File: config.mk
export PLATFORM = sky130hd
export DESIGN_NAME = bus_arbiter_8way_flat
export DESIGN_NICKNAME = d
export VERILOG_FILES = /design/src/rtl/bus_arbiter_8way_if.sv /design/src/rtl/bus_arbiter_8way.sv /design/src/flat_wrapper.sv
export SDC_FILE = /design/constraint.sdc
export NUM_CORES = 1
export LEC_CHECK = 0
export ABC_AREA = 1
export CAP_MARGIN = 20
export CORE_AREA = 2 2 66 68
export CTS_CLUSTER_DIAMETER = 150
export DETAILED_ROUTE_END_ITERATION = 10
export DIE_AREA = 0 0 68 70
export PLACE_DENSITY = 0.8
export SKIP_LAST_GASP = 1
export SLEW_MARGIN = 10
export SYNTH_ARGS = -nofsm -noshare
export SYNTH_HDL_FRONTEND = slang
export SYNTH_SLANG_ARGS = --single-unit
File: constraint.sdc
create_clock -name clk -period 3.03 [get_ports clk]
set_clock_uncertainty 0.05 [all_clocks]
set_input_delay 0.303 -clock clk [delete_from_list [all_inputs] [get_ports clk]]
set_output_delay 0.303 -clock clk [all_outputs]
set_load 0.02 [all_outputs]
File: src/rtl/bus_arbiter_8way_if.sv
// Request/grant bundle between the requesting units and the round-robin arbiter.
// The master modport is the requester side. The slave modport is the arbiter side.
interface bus_arbiter_8way_if #(
  parameter int N = 8
);
  logic [N-1:0]         req;
  logic [N-1:0]         grant;
  logic [$clog2(N)-1:0] grant_id;
  logic                 busy;
  logic                 timeout_err;

  modport master (
    output req,
    input  grant, grant_id, busy, timeout_err
  );

  modport slave (
    input  req,
    output grant, grant_id, busy, timeout_err
  );
endinterface

File: src/rtl/bus_arbiter_8way.sv
// Round-robin arbiter for one shared datapath port. Grants are registered and one-hot.
// A dead RECOVER cycle separates owners. A hold watchdog revokes the grant from a stuck owner.
module bus_arbiter_8way #(
  parameter int N       = 8,
  parameter int TIMEOUT = 16
) (
  input  logic              clk,
  input  logic              rst_n,
  bus_arbiter_8way_if.slave bus
);
  localparam int W  = $clog2(N);
  localparam int HW = $clog2(TIMEOUT);

  typedef enum logic [1:0] {S_IDLE, S_GRANT, S_RECOVER} state_t;

  state_t         state_q, state_d;
  logic [W-1:0]   ptr_q, ptr_d;
  logic [HW-1:0]  hold_cnt_q, hold_cnt_d;
  logic [N-1:0]   block_q, block_d, block_set;
  logic [N-1:0]   grant_q, grant_d;
  logic [W-1:0]   grant_id_q, grant_id_d;
  logic           terr_q, terr_d;

  logic [N-1:0]   elig;
  logic           found;
  logic [W-1:0]   win, idx, next_ptr;

  // A requester that was timed out stays masked until it drops req.
  assign elig = bus.req & ~block_q;

  // NOTE: every signal written in an always_comb gets a default first, so no latch is inferred.
  always_comb begin
    found = 1'b0;
    win   = '0;
    idx   = '0;
    for (int k = 0; k < N; k++) begin
      idx = W'((int'(ptr_q) + k) % N);
      if (!found && elig[idx]) begin
        found = 1'b1;
        win   = idx;
      end
    end
  end

  assign next_ptr = (grant_id_q == W'(N - 1)) ? '0 : grant_id_q + 1'b1;

  always_comb begin
    state_d    = state_q;
    ptr_d      = ptr_q;
    hold_cnt_d = hold_cnt_q;
    grant_d    = grant_q;
    grant_id_d = grant_id_q;
    terr_d     = 1'b0;
    block_set  = '0;
    unique case (state_q)
      S_IDLE: begin
        if (found) begin
          state_d    = S_GRANT;
          grant_d    = {{(N-1){1'b0}}, 1'b1} << win;
          grant_id_d = win;
          hold_cnt_d = '0;
        end
      end
      S_GRANT: begin
        // A release on the watchdog's final cycle counts as a normal release.
        if (!bus.req[grant_id_q]) begin
          state_d = S_RECOVER;
          grant_d = '0;
          ptr_d   = next_ptr;
        end else if (hold_cnt_q == HW'(TIMEOUT - 1)) begin
          state_d               = S_RECOVER;
          grant_d               = '0;
          ptr_d                 = next_ptr;
          terr_d                = 1'b1;
          block_set[grant_id_q] = 1'b1;
        end else begin
          hold_cnt_d = hold_cnt_q + 1'b1;
        end
      end
      S_RECOVER: state_d = S_IDLE;
      default:   state_d = S_IDLE;
    endcase
    block_d = (block_q & bus.req) | block_set;
  end

  // NOTE: sequential state uses non-blocking assignments, so every register samples pre-edge values.
  always_ff @(posedge clk or negedge rst_n) begin
    if (!rst_n) begin
      state_q    <= S_IDLE;
      ptr_q      <= '0;
      hold_cnt_q <= '0;
      block_q    <= '0;
      grant_q    <= '0;
      grant_id_q <= '0;
      terr_q     <= 1'b0;
    end else begin
      state_q    <= state_d;
      ptr_q      <= ptr_d;
      hold_cnt_q <= hold_cnt_d;
      block_q    <= block_d;
      grant_q    <= grant_d;
      grant_id_q <= grant_id_d;
      terr_q     <= terr_d;
    end
  end

  assign bus.grant       = grant_q;
  assign bus.grant_id    = grant_id_q;
  assign bus.busy        = |grant_q;
  assign bus.timeout_err = terr_q;
endmodule
File: src/flat_wrapper.sv
// flat-port wrapper written by rule: the top's interface ports become plain ports
module bus_arbiter_8way_flat 
#(
  parameter int N       = 8,
  parameter int TIMEOUT = 16
)
  (clk, rst_n, bus_req, bus_grant, bus_grant_id, bus_busy, bus_timeout_err);
  bus_arbiter_8way_if #(.N(N)) bus_i ();
  input  logic clk;
  input  logic rst_n;
  input wire logic [$bits(bus_i.req)-1:0] bus_req;
  output wire logic [$bits(bus_i.grant)-1:0] bus_grant;
  output wire logic [$bits(bus_i.grant_id)-1:0] bus_grant_id;
  output wire logic [$bits(bus_i.busy)-1:0] bus_busy;
  output wire logic [$bits(bus_i.timeout_err)-1:0] bus_timeout_err;
  assign bus_i.req = bus_req;
  assign bus_grant = bus_i.grant;
  assign bus_grant_id = bus_i.grant_id;
  assign bus_busy = bus_i.busy;
  assign bus_timeout_err = bus_i.timeout_err;
  bus_arbiter_8way #(.N(N), .TIMEOUT(TIMEOUT)) u_core (.clk(clk), .rst_n(rst_n), .bus(bus_i));
endmodule
==> summary.txt, run 1 <==
status: finished clean
# DRC: 0
Startpoint Class: register
row cnt: 24
Worst Tran Pin Value: 378 ps
NumNets Final: 335
Die Y: 70 µm
# setup viols final: 0
Mean Syn Cell Area: 7.56 µm²
synthesized area: 2210 µm²
Vias: 2011
Final Hold Vio Count: 0
clock sink count: 29
routed len/inst: 13.6 µm
die width: 68 µm
ranking of synthesized cells by area: dfrtp_1 33%, nand3_1 12%, nand2_1 11%
total track usage: 23.8%
DRT antenna net count: 0
Core ar.: 4140 µm²
Mapped Cells: 292
WS Path Type: register to register
Clk Latency, worst-skew pair: 280 ps
slew margin rel.: 74.8%
global route overflow: 0
Period minus WS final: 2740 ps
Max clock buf depth: 2
initial core utilization: 53.3%
first-pass GRT wire length: 8650 µm
PostCTS Resize Cnt: 0
Post-synth EDFFs: 0
Inserted Clock Buffers: 5
Distinct cells, synth: 38
Port Buffers: 22
ratio of cells with drive above 1 in the final layout: 17.8%
CTS tree: done
Fmax: 365 MHz
synth-to-layout area growth: 16.8%
Final Cycle Share: 90.4%
Hold Crit Class: input port to async pin
initial antenna violation count: 0
Max Cap Viol: 0
worst-path fanout max: 13
RSZ-0062 raised after global routing: no
#FFs+latches synth: 29
syn nets: 307
die area: 4760 µm²
element type at the critical path end: register
Final GP Congestion: 1.04
via/cell ratio: 5.39
I/O pin total: 23
setup_tns: 0 ps
Post-CTS Setup Bufs: 0
Worst Path Required: 3190 ps
sequential area share after synthesis: 32.9%
FILL cells: 362
largest net degree at the start of global routing: 30
drt first pass iters: 5
clock root buffer: clkbuf_8
Max Slew Vio Count: 0
most common cell in the netlist: nand2_1
commonest cells in the netlist: 62 x nand2_1, 51 x nand3_1, 35 x inv_1, 29 x dfrtp_1, 21 x nor2_1
number of global-route vias before repair: 1962
Hold Buf Count CTS: 0
Async S/R FF share, synth: 100%
Initial DRC Count: 148
CTS clk-pin slew, worst paths: 60 ps
Syn. warnings: 0
HPWL Detailed: 4040 µm
Main synth FF type: dfrtp_1
Worst EP arrival: 2900 ps
post-synth top area cell: dfrtp_1
H-tree Lvls: 2
Synth top area share: 32.9%
final WL: 5090 µm
n_diodes: 0
cell type report:
class | count | area [µm²] | share of cell area, %
Clock buffer | 7 | 86.3 | 3.35
Clock inverter | 1 | 30.0 | 1.17
Inverter | 43 | 166 | 6.46
Multi-Input combinational cell | 216 | 1260 | 48.9
Sequential cell | 29 | 726 | 28.2
Tap cell | 52 | 65.1 | 2.52
Timing Repair Buffer | 25 | 243 | 9.42
state kept, by name (all words and copies together) (netlist names):
register / flops
u_core.block_q: 8
u_core.bus.grant_id: 3
u_core.state_q: 2
u_core.bus.timeout_err: 1
u_core.hold_cnt_q: 4
u_core.ptr_q: 3
u_core.bus.grant: 8
placed cells by master (no fill, tap or decap), drive strengths merged, types with 2 or more instances in the layout:
master         Yosys  routed
a21oi              3       3
a22o               2       2
buf                4       3
clkbuf             0       7
clkdlybuf4s50      0      22
dfrtp             29      29
ha                 5       5
inv               43      43
nand2             72      72
nand3             65      65
nand4              6       6
nor2              28      28
nor3               4       4
o21ai             10      10
o21bai             3       3
o22ai              8       8
xor2               4       4
worst paths after layout:
check | start | end | slack (ps) | cells past startpoint
max in group asynchronous | rst_n | u_core.ptr_q[1] | 2290 | 2
worst min-delay path | rst_n | u_core.bus.grant[4] | 360 | 2
worst min register to register | u_core.hold_cnt_q[1] | u_core.hold_cnt_q[1] | 470 | 2
min in group clk | u_core.hold_cnt_q[1] | u_core.hold_cnt_q[1] | 470 | 2
worst max-delay path | u_core.ptr_q[0] | u_core.bus.grant[0] | 290 | 16
worst max register to register | u_core.ptr_q[0] | u_core.bus.grant[0] | 290 | 16
worst max-delay path, stage by stage (launching register included):
cell and delay, ps:
dfrtp_1 570, inv_6 120, ha_1 420, inv_1 160, nand3_1 140, nand2_1 70, nor2_1 110, inv_1 70
o21ai_2 140, inv_2 70, nand4_2 100, nor2_2 50, nor2_4 220, nand3_2 150, inv_2 80, nand2_1 50
nand2_1 80
logic make-up (layout without fill, tap and decap cells):
| family | Yosys count | in the layout | share of synthesized area [%] |
|---|---|---|---|
| buffers and inverters | 47 | 76 | 9.98 |
| AND/OR/NAND/NOR | 177 | 177 | 43.0 |
| XOR/XNOR | 5 | 5 | 2.32 |
| adder cells (fa/ha/maj) | 5 | 5 | 2.83 |
| AO/OA/AOI/OAI | 29 | 29 | 9.01 |
| flip-flops | 29 | 29 | 32.9 |
through the flow:
step / area, µm² / hold WS [ps] / setup WS [ps] / std cells / utilization, %
6_report: 2580 / 357 / 292 / 373 / 62.2
5_1_grt: 2580 / 402 / 11.2 / 373 / 62.2
4_1_cts: 2580 / 377 / 305 / 373 / 62.2
3_5_place_dp: 2460 / 450 / 349 / 365 / 59.4
3_3_place_gp: 2460 / 447 / 414 / 365 / 59.4
2_1_floorplan: 2210 / -42.6 / 654 / 292 / -
routing by layer:
metal | GRT usage, % | routed length [µm] | up-vias
met3 | 4.03 | 242 | 9
met4 | 8.22 | 89 | 0
met5 | 0 | 0 | -
met1 | 32.3 | 2280 | 933
li1 | - | - | 1022
met2 | 37.9 | 2480 | 47
Power of run 1 is not shown: default switching activity piles up to over one toggle a cycle in this logic, so the estimate is an artifact.
==> run 2: changes to the inputs <==
- CTS_CLUSTER_SIZE: unset -> 30
==> results of run 2 <==
Final layout, timing and power as in run 1 (identical DEF).
Power of run 2 is left out for the same reason.
